### src/rtl/regfile_write_arbiter.sv
`default_nettype none
// ============================================================================
// Module   : regfile_write_arbiter
// Brief    : Arbitrates the single register-file write port between CPU
//            writeback and a debug port, with a bounded debug starvation
//            window, and provides a zero-fill sweep of the whole file.
// Revision : 1.0 - initial release
// ============================================================================
module regfile_write_arbiter #(
    parameter int REG_COUNT    = 16,
    parameter int DATA_WIDTH   = 8,
    parameter int ADDR_WIDTH   = $clog2(REG_COUNT),
    parameter int STARVE_LIMIT = 4
) (
    input  logic                  clk,
    input  logic                  rst,
    input  logic                  cpu_we,
    input  logic [ADDR_WIDTH-1:0] cpu_addr,
    input  logic [DATA_WIDTH-1:0] cpu_data,
    output logic                  cpu_stall,
    input  logic                  dbg_req,
    input  logic [ADDR_WIDTH-1:0] dbg_addr,
    input  logic [DATA_WIDTH-1:0] dbg_data,
    output logic                  dbg_ack,
    input  logic                  clr_start,
    output logic                  busy,
    output logic                  rf_writeEn,
    output logic [ADDR_WIDTH-1:0] rf_writeAddr,
    output logic [DATA_WIDTH-1:0] rf_writeData
);

    // Starvation counter is at least 3 bits, wider if the limit needs it.
    localparam int CNT_W = ($clog2(STARVE_LIMIT + 1) > 3) ? $clog2(STARVE_LIMIT + 1) : 3;

    localparam logic [0:0] ST_CLEAR = 1'b0;
    localparam logic [0:0] ST_RUN   = 1'b1;

    localparam logic [ADDR_WIDTH-1:0] LAST_ADDR  = ADDR_WIDTH'(REG_COUNT - 1);
    localparam logic [CNT_W-1:0]      STARVE_MAX = CNT_W'(STARVE_LIMIT);

    logic [0:0]            state_q,      state_d;
    logic [ADDR_WIDTH-1:0] clr_ptr_q,    clr_ptr_d;
    logic [CNT_W-1:0]      starve_cnt_q, starve_cnt_d;

    logic force_dbg;

    // A debug request that has lost arbitration STARVE_LIMIT times wins outright.
    assign force_dbg = dbg_req && (starve_cnt_q == STARVE_MAX);

    // Next-state logic and the combinational write-port mux.
    always_comb begin
        state_d      = state_q;
        clr_ptr_d    = clr_ptr_q;
        starve_cnt_d = starve_cnt_q;
        cpu_stall    = 1'b0;
        dbg_ack      = 1'b0;
        busy         = 1'b0;
        rf_writeEn   = 1'b0;
        rf_writeAddr = '0;
        rf_writeData = '0;

        if (state_q == ST_CLEAR) begin
            // Sweep owns the port; requests wait. clr_start cannot restart it.
            busy         = 1'b1;
            rf_writeEn   = 1'b1;
            rf_writeAddr = clr_ptr_q;
            cpu_stall    = cpu_we;
            starve_cnt_d = '0;
            if (clr_ptr_q == LAST_ADDR) begin
                state_d   = ST_RUN;
                clr_ptr_d = '0;
            end else begin
                clr_ptr_d = clr_ptr_q + 1'b1;
            end
        end else begin
            if (force_dbg) begin
                rf_writeEn   = 1'b1;
                rf_writeAddr = dbg_addr;
                rf_writeData = dbg_data;
                dbg_ack      = 1'b1;
                cpu_stall    = cpu_we;
                starve_cnt_d = '0;
            end else if (cpu_we) begin
                rf_writeEn   = 1'b1;
                rf_writeAddr = cpu_addr;
                rf_writeData = cpu_data;
                if (dbg_req) begin
                    if (starve_cnt_q < STARVE_MAX) begin
                        starve_cnt_d = starve_cnt_q + 1'b1;
                    end
                end else begin
                    starve_cnt_d = '0;
                end
            end else if (dbg_req) begin
                rf_writeEn   = 1'b1;
                rf_writeAddr = dbg_addr;
                rf_writeData = dbg_data;
                dbg_ack      = 1'b1;
                starve_cnt_d = '0;
            end else begin
                starve_cnt_d = '0;
            end

            // This cycle's arbitration still completes; the sweep starts next cycle.
            if (clr_start) begin
                state_d   = ST_CLEAR;
                clr_ptr_d = '0;
            end
        end
    end

    // State registers; reset always lands in a fresh sweep from address 0.
    always_ff @(posedge clk or posedge rst) begin
        if (rst) begin
            state_q      <= ST_CLEAR;
            clr_ptr_q    <= '0;
            starve_cnt_q <= '0;
        end else begin
            state_q      <= state_d;
            clr_ptr_q    <= clr_ptr_d;
            starve_cnt_q <= starve_cnt_d;
        end
    end

endmodule
`default_nettype wire

### config.mk
export PLATFORM = sky130hd
export DESIGN_NAME = regfile_write_arbiter
export DESIGN_NICKNAME = d
export VERILOG_FILES = /design/src/rtl/regfile_write_arbiter.sv
export SDC_FILE = /design/constraint.sdc
export NUM_CORES = 1
export LEC_CHECK = 0
export BUFFER_PORTS_ARGS = -buffer_cell sky130_fd_sc_hd__buf_2
export CAP_MARGIN = 20
export CORE_UTILIZATION = 35
export DETAILED_ROUTE_END_ITERATION = 10
export PLACE_DENSITY = 0.74
export SYNTH_ARGS = -nofsm -noshare
export SYNTH_HDL_FRONTEND = slang
export SYNTH_SLANG_ARGS = --single-unit
### constraint.sdc
create_clock -name clk -period 1.6 [get_ports clk]
set_clock_uncertainty 0.15 [all_clocks]
set_input_delay 0.08 -clock clk [delete_from_list [all_inputs] [get_ports clk]]
set_output_delay 0.08 -clock clk [all_outputs]
set_load 0.01 [all_outputs]
==> impl_metrics.toml, run 1 <==
[run_status]
status = "finished, violations left"
violations = "design-rule violations, negative setup slack"

[critical_path]
start_kind = "flip-flop"
end_kind = "output port"
path_class = "flip-flop to output port"
reg2reg_slack_ns = 0.18
required_ns = 1.37
worstPathMaxFanout = 13
cp_data_arrival_time_ns = 1.58

[timing]
fmax_mhz = 552
period_needed_ns = 1.81
slew_headroom_pct = 79.6
hold_viol = 0
final.setup.tns_ns = -2.02
final-max-slew-violation-count = 0
setup_ws_ns = -0.212
period_share_pct = 113
setup-violations-final = 12
rsz0062_at_grt = "yes"
tightestPinTransition_ns = 0.306

[die]
fp-row-count = 14
core_um2 = 1580
dieArea_um2 = 1920
ios = 45
die_w_um = 43.8
die_y_um = 43.8
start_util_pct = 38.8

[drt]
drtAntennaViolNets = 0
wl_per_cell_um = 13.3
wl_um = 1840
detailroute.via_count = 733
dr.pass1.iters = 8
drc = 9
vias_per_cell = 5.31
first_iter_violations = 30

[cts]
cts_root_buffer = "clkbuf_4"
max-clock-path-buffers = 2
cts.sinks = 8
cts_buffers = 3
htreeDepth = 1
clk_latency_ns = 0.26
cts_tree = "yes"
clk_pin_slew_ns = 0.05

[power]
internal-power_mw = 0.678
powerDensity_nw_per_um2 = 1090
ir_worst_vdd_uv = 664
clkPwrFrac_pct = 14.3
pwr-share-comb_pct = 54.5
switching_share_pct = 38.1
power_leakage_nw = 0.521
p_switching_mw = 0.418
seq_power_share_pct = 31.3

[global_routing]
globalRouteOverflowTotal = 0
grt_max_degree = 14
grt_pass1_vias = 593
grt_pass1_wl_um = 2460
antenna_found_initial = 0
track_usage_pct = 18.4

[final_layout]
syn2layout_area_growth_pct = 64.2
nets = 156
n_fill_cell = 137
stdcell_count = 138
drive_gt1_share_pct = 55.7
n_antenna_cell = 0
utilization_pct = 63.7

[place]
dp_hpwl_um = 1240
gp_congestion = 0.748
io_buffers = 44
dpl.cell_count = 126

[synthesis]
synth.avg_cell_area_um2 = 9.41
synth_flop_cell = "dfrtp_1"
ys.warnings.count = 0
async_flop_share_pct = 100
syn-cell-area_um2 = 612
yosysUniqueCellTypes = 30
ys_ff_latch = 8
syn-instance-count = 65
synth_edf_count = 0
syn_nets = 97
seq_area_frac_synth_pct = 32.7

[worst_hold_path]
min_path_type = "input port to flip-flop"

[flow_run]
max-cap-violations = 0
==> final cells by class <==
| cell class | instances | area [um^2] | share of cell area [%] |
|---|---|---|---|
| clock buffers | 3 | 22.5 | 2.24 |
| repair buffers | 56 | 335 | 33.4 |
| well taps | 16 | 20.0 | 1.99 |
| flip-flops and latches | 8 | 201 | 20.0 |
| multi-input cells | 51 | 410 | 40.8 |
| inverters | 4 | 15.0 | 1.49 |
==> final timing paths <==
kind,start,end,cells after the start
worst max-delay path,starve_cnt_q[0]$_DFFE_PP0P_,rf_writeAddr[3],7
worst min-delay path,dbg_req,starve_cnt_q[1]$_DFFE_PP0P_,3
worst max register to register,starve_cnt_q[0]$_DFFE_PP0P_,starve_cnt_q[2]$_DFFE_PP0P_,5
worst min register to register,clr_ptr_q[3]$_DFFE_PP0P_,clr_ptr_q[3]$_DFFE_PP0P_,1
max in group asynchronous,rst,state_q$_DFF_PP0_,3
min in group asynchronous,rst,clr_ptr_q[1]$_DFFE_PP0P_,3
==> cells in the mapped netlist (all sizes together) (2+ instances only) <==
| cell | instances | area share, % |
|---|---|---|
| ha | 3 | 6.1 |
| nand3b | 2 | 2.5 |
| nand2 | 5 | 3.1 |
| a21oi | 4 | 3.9 |
| inv | 4 | 2.5 |
| nand3 | 5 | 4.9 |
| nor2b | 5 | 5.1 |
| a22o | 8 | 11 |
| a221o | 4 | 6.5 |
| buf | 3 | 3.9 |
| nand2b | 2 | 2.5 |
| dfrtp | 8 | 33 |
==> power groups by stage <==
stage	clock, mW	combinational (mW)	sequential, mW
4_1_cts	0.162	0.588	0.336
3_5_place_dp	0	0.544	0.338
3_3_place_gp	0	0.536	0.334
2_1_floorplan	0	0.372	0.322
6_report	0.156	0.597	0.343
5_1_grt	0.168	0.648	0.355
==> state kept, by name, indices dropped and copies added (netlist names) <==
signal,flops
clr_ptr_q,4
starve_cnt_q,3
state_q,1
==> per-layer routing <==
metal | global-route usage, % | part of all wire, % | up-vias | wire, um
met5 | 0 | 0 | - | 0
met4 | 11.3 | 2.0 | 0 | 36
met3 | 6.25 | 11 | 5 | 195
met2 | 32.8 | 51 | 39 | 943
met1 | 18.2 | 36 | 327 | 665
li1 | - | - | 362 | -
==> layout by cell type, fill, tap and decap left out, drive strengths merged, types with 2 or more instances in the layout <==
master | netlist | routed
nor2b | 5 | 5
a22o | 8 | 8
nand3 | 5 | 5
inv | 4 | 4
nand3b | 2 | 2
and3 | 1 | 2
ha | 3 | 3
a21oi | 4 | 4
dlygate4sd3 | 0 | 2
clkbuf | 0 | 3
buf | 3 | 54
a221o | 4 | 4
dfrtp | 8 | 8
nand2 | 5 | 5
nand2b | 2 | 2
==> repair_timing <==
item,4_1_cts,5_1_grt
gates cloned,1,1
buffers inserted,5,1
pin swaps,7,0
gates resized for setup,8,2
hold endpoints to repair,10,0
endpoints found under the setup margin,14,14
hold buffers,2,0
==> critical path, cell delays in order, from the launching register on <==
cell	delay [ns]
dfrtp_1	0.35
inv_2	0.06
ha_4	0.17
nand2_2	0.09
a21oi_4	0.07
buf_12	0.14
a221o_1	0.31
buf_2	0.14
==> stage by stage <==
stage	hold WS, ns	instance area [um^2]	total power, mW	setup WS (ns)
after global routing	0.0608	1000	1.17	-0.283
after CTS	0.0261	985	1.09	-0.202
final	0.0311	1000	1.10	-0.212
after floorplan	-0.254	612	0.695	0.00266
after detailed placement	-0.112	871	0.883	-0.0506
after global placement	-0.112	871	0.871	-0.0186
==> kinds of logic (layout without fill, tap and decap cells) <==
kind of cell | Yosys count | after routing | synth area share [%]
adder cells (fa/ha/maj) | 3 | 3 | 6.14
buffers and inverters | 7 | 63 | 6.34
AND/OR/NAND/NOR | 23 | 24 | 22.7
flip-flops | 8 | 8 | 32.7
XOR/XNOR | 1 | 1 | 1.43
AO/OA/AOI/OAI | 23 | 23 | 30.7
Power figures use the tool's default switching activity.
==> run 2: changes to the inputs <==
REMOVE_ABC_BUFFERS = 1   (was default)
TNS_END_PERCENT = 30   (was default)
clock period = 1.59 ns   (was 1.6 ns; I/O delays follow)
==> impl_metrics.toml, run 2 (synthesis results as in run 1) <==
[critical_path]
end_kind = "output port"
reg2reg_slack_ns = 0.23
r2r_end = "starve_cnt_q[0]$_DFFE_PP0P_"
path_class = "flip-flop to output port"
cp_slowest_cell = "dfrtp_1"
r2r_cells = 6
crit_chain = "inv_2 > ha_4 > nand3_4 > and3_4 > a221o_1 > buf_2"
worstPathMaxFanout = 6
cp-startpoint = "starve_cnt_q[0]$_DFFE_PP0P_"
cp_data_arrival_time_ns = 1.59
required_ns = 1.36
crit_end = "rf_writeAddr[0]"
r2r-start = "starve_cnt_q[0]$_DFFE_PP0P_"
critPathMaxStageDelay_ns = 0.38
start_kind = "flip-flop"

[final_layout]
final_common_cell = "buf_2"
largest_reg_flops = 4
syn2layout_area_growth_pct = 60.9
utilization_pct = 62.5
regMostFlops = "clr_ptr_q"
nets = 153
n_antenna_cell = 0
drive_gt1_share_pct = 54.6
top_regs = "clr_ptr_q x4, starve_cnt_q x3, state_q x1"
final_cell_mix = "buf_2, a22o_1, dfrtp_1, nor2b_1, buf_4"

[drt]
wl_um = 1760
drc = 8
dr.pass1.iters = 7
wl_per_cell_um = 13.1
first_iter_violations = 20
vias_per_cell = 5.27
detailroute.via_count = 711
drtAntennaViolNets = 0

[timing]
setup-violations-final = 13
rsz0062_at_grt = "yes"
period_needed_ns = 1.82
final-max-slew-violation-count = 0
period_share_pct = 114
slew_headroom_pct = 79.9
hold_slack_ns = 0.0389
setup_ws_ns = -0.229
tightestPinTransition_ns = 0.302
fmax_mhz = 550
hold_viol = 0

[power]
switching_share_pct = 38.2
clkPwrFrac_pct = 13.9
internal-power_mw = 0.667
pwr-share-comb_pct = 54.3
seq_power_share_pct = 31.7
power_leakage_nw = 0.506
powerDensity_nw_per_um2 = 1100
p_switching_mw = 0.412
ir_worst_vdd_uv = 731

[run_status]
status = "finished, violations left"
violations = "design-rule violations, negative setup slack"

[place]
io_buffers = 44
gp_congestion = 0.768
dp_hpwl_um = 1350

[die]
die_w_um = 43.8
die_y_um = 43.8
core_um2 = 1580
dieArea_um2 = 1920
start_util_pct = 38.8
ios = 45
fp-row-count = 14

[global_routing]
track_usage_pct = 20.0
grt_max_degree = 14
grt_pass1_wl_um = 2760
antenna_found_initial = 0
globalRouteOverflowTotal = 0
grt_pass1_vias = 677

[cts]
clk_pin_slew_ns = 0.05
max-clock-path-buffers = 2
cts.sinks = 8
cts_buffers = 3
htreeDepth = 1
clk_latency_ns = 0.25
cts_root_buffer = "clkbuf_4"
cts_tree = "yes"

[flow_run]
max-cap-violations = 0

[worst_hold_path]
min_path_type = "input port to flip-flop"
==> run 2: per-layer routing <==
layer / wire length [um] / vias to the layer above / global-route usage [%]
met5: 0 / - / 0
met4: 9 / 0 / 9.38
met3: 146 / 2 / 2.08
met2: 889 / 38 / 38.5
met1: 718 / 310 / 21.2
li1: - / 361 / -
==> run 2: worst min-delay path by stage <==
| stage | from | endpoint | slack (ns) | cells past startpoint |
|---|---|---|---|---|
| 2_1_floorplan | rst | clr_ptr_q[0]$_DFFE_PP0P_ | -0.25 | 1 |
| 3_3_place_gp | rst | starve_cnt_q[0]$_DFFE_PP0P_ | -0.12 | 2 |
| 3_5_place_dp | rst | starve_cnt_q[2]$_DFFE_PP0P_ | -0.11 | 2 |
| 4_1_cts | dbg_req | starve_cnt_q[1]$_DFFE_PP0P_ | 0.03 | 3 |
| 5_1_grt | dbg_req | starve_cnt_q[1]$_DFFE_PP0P_ | 0.05 | 3 |
| 6_report | cpu_we | starve_cnt_q[1]$_DFFE_PP0P_ | 0.04 | 3 |
==> run 2: layout make-up <==
type | count | area [um^2]
inverters | 4 | 17.5
clock buffers | 3 | 22.5
repair buffers | 53 | 313
well taps | 16 | 20.0
flip-flops and latches | 8 | 201
fillers | 134 | 592
multi-input cells | 51 | 410
==> run 2: repair_timing <==
item	4_1_cts	5_1_grt
gates cloned	1	0
hold endpoints to repair	10	0
hold buffers	2	0
resized for setup	9	2
buffers inserted	2	0
pin swaps	7	2
setup endpoints to repair	14	15
==> run 2: critical path, delay by kind of cell, from the launching register on <==
family,cells,cell delay [ns]
AOI/OAI and AO/OA,1,0.30
and+or+nand+nor,2,0.26
buffers and inverters,2,0.23
adders and majority gates,1,0.17
DFF,1,0.38
==> run 2: power groups by stage <==
stage / Clock (mW) / Combinational (mW) / Sequential [mW]
CTS: 0.159 / 0.583 / 0.338
finish: 0.150 / 0.587 / 0.343
detailed placement: 0 / 0.555 / 0.339
global route: 0.166 / 0.654 / 0.356
floorplan: 0 / 0.347 / 0.336
global placement: 0 / 0.543 / 0.335
==> run 2: through the flow <==
stage	power (mW)	cells	area, um^2	TNS [ns]	worst slack, ns
CTS	1.08	135	980	-2.01	-0.230
global route	1.18	135	985	-3.07	-0.305
detailed placement	0.894	128	886	-0.297	-0.0795
floorplan	0.683	62	588	-0.517	-0.0528
finish	1.08	135	985	-2.07	-0.229
global placement	0.878	128	886	-0.0620	-0.0171
==> run 3: changes to the inputs <==
CAP_MARGIN = 15   (was 20)
HOLD_SLACK_MARGIN = 0.1   (was default)
==> impl_metrics.toml, run 3 (synthesis results as in run 1) <==
[run_status]
status = "finished, violations left"
violations = "design-rule violations, negative setup slack"

[cts]
cts.sinks = 8
cts_tree = "yes"
cts_root_buffer = "clkbuf_4"
cts_buffers = 3
htreeDepth = 1
clk_pin_slew_ns = 0.05
max-clock-path-buffers = 2
clk_latency_ns = 0.25

[drt]
vias_per_cell = 5.20
detailroute.via_count = 718
wl_per_cell_um = 13.3
drc = 8
first_iter_violations = 26
wl_um = 1840
dr.pass1.iters = 8
drtAntennaViolNets = 0

[die]
die_y_um = 43.8
core_um2 = 1580
ios = 45
start_util_pct = 38.8
fp-row-count = 14
die_w_um = 43.8
dieArea_um2 = 1920

[power]
powerDensity_nw_per_um2 = 1070
ir_worst_vdd_uv = 736
power_leakage_nw = 0.526
power_mw = 1.09

[timing]
period_share_pct = 114
fmax_mhz = 550
tightestPinTransition_ns = 0.301
hold_viol = 0
final-max-slew-violation-count = 0
slew_headroom_pct = 79.9
setup_ws_ns = -0.228
rsz0062_at_grt = "yes"
setup-violations-final = 13
period_needed_ns = 1.82

[final_layout]
syn2layout_area_growth_pct = 67.5
nets = 156
final_cell_mix = "buf_2, a22o_1, dfrtp_1, nor2b_1, buf_4"
largest_reg_flops = 4
final_common_cell = "buf_2"
top_regs = "clr_ptr_q x4, starve_cnt_q x3, state_q x1"
regMostFlops = "clr_ptr_q"
drive_gt1_share_pct = 54.1
fin_area_um2 = 1020
n_antenna_cell = 0

[critical_path]
start_kind = "flip-flop"
required_ns = 1.36
path_class = "flip-flop to output port"
critPathMaxStageDelay_ns = 0.36
cp_top_family = "compound AO/OA/AOI/OAI gates"
crit_chain = "inv_2 > ha_4 > nand2_2 > a21oi_4 > buf_12 > a221o_1 > buf_2"
end_kind = "output port"
path_buf_inv = 3
cp_data_arrival_time_ns = 1.59
worstPathMaxFanout = 13
cp_slowest_cell = "dfrtp_1"

[place]
gp_congestion = 0.768
io_buffers = 44
dp_hpwl_um = 1350
place_area_um2 = 886

[global_routing]
grtUsageMet3_pct = 2.08
globalRouteOverflowTotal = 0
busiest_layer = "met2"
use_met1_pct = 22.0
grt_max_degree = 14
grt_pass1_wl_um = 2930
antenna_found_initial = 0
track_usage_pct = 21.1
met2_usage_pct = 41.5
grt_pass1_vias = 715

[worst_hold_path]
min_path_type = "input port to async pin"

[flow_run]
max-cap-violations = 0
-- run 3: final timing paths --
check	start	slack, ns	depth (start not counted)	end
setup reg to reg	state_q$_DFF_PP0_	0.08	3	starve_cnt_q[2]$_DFFE_PP0P_
hold / removal	rst	0.17	3	clr_ptr_q[1]$_DFFE_PP0P_
hold reg to reg	clr_ptr_q[3]$_DFFE_PP0P_	0.38	1	clr_ptr_q[3]$_DFFE_PP0P_
max in group asynchronous	rst	0.87	3	state_q$_DFF_PP0_
setup / recovery	starve_cnt_q[1]$_DFFE_PP0P_	-0.23	7	rf_writeAddr[2]
min in group clk	cpu_we	0.24	4	starve_cnt_q[1]$_DFFE_PP0P_
-- run 3: cell type report --
class	count	area, um^2
Fill cell	132	552
Multi-Input combinational cell	51	415
Timing Repair Buffer	56	348
Sequential cell	8	201
Clock buffer	3	22.5
Tap cell	16	20.0
Inverter	4	17.5
-- run 3: power by group --
part           switching [mW]  internal (mW)
combinational           0.277          0.321
clock                  0.0654         0.0861
sequential             0.0764          0.268
-- run 3: timing repair --
action | 4_1_cts | 5_1_grt
setup endpoints to repair | 14 | 18
buffers inserted | 2 | 0
hold buffers | 5 | 0
resized for setup | 9 | 5
hold endpoints to repair | 15 | 0
gates cloned | 1 | 0
pin swaps | 7 | 0
-- run 3: worst register-to-register path: stages, from the launching register on --
cell and delay [ns]:
dfrtp_2 0.41, nand3_1 0.11, dlygate4sd3_1 0.57, o21ba_1 0.21
-- run 3: through the flow --
step	hold WS, ns	setup slack [ns]	util [%]	cells	TNS (ns)
finish	0.168	-0.228	65.0	138	-2.02
detailed placement	-0.111	-0.0795	56.2	128	-0.297
global route	0.187	-0.313	65.0	138	-3.05
global placement	-0.117	-0.0171	56.2	128	-0.0620
floorplan	-0.255	-0.0528	-	62	-0.517
CTS	0.167	-0.230	64.0	138	-2.10
-- run 3: metal layers --
metal	up-vias	wire length, um	part of all wire (%)
met5	-	0	0
met4	0	9	0.49
met3	2	157	8.5
met2	41	932	51
met1	310	740	40
li1	365	-	-
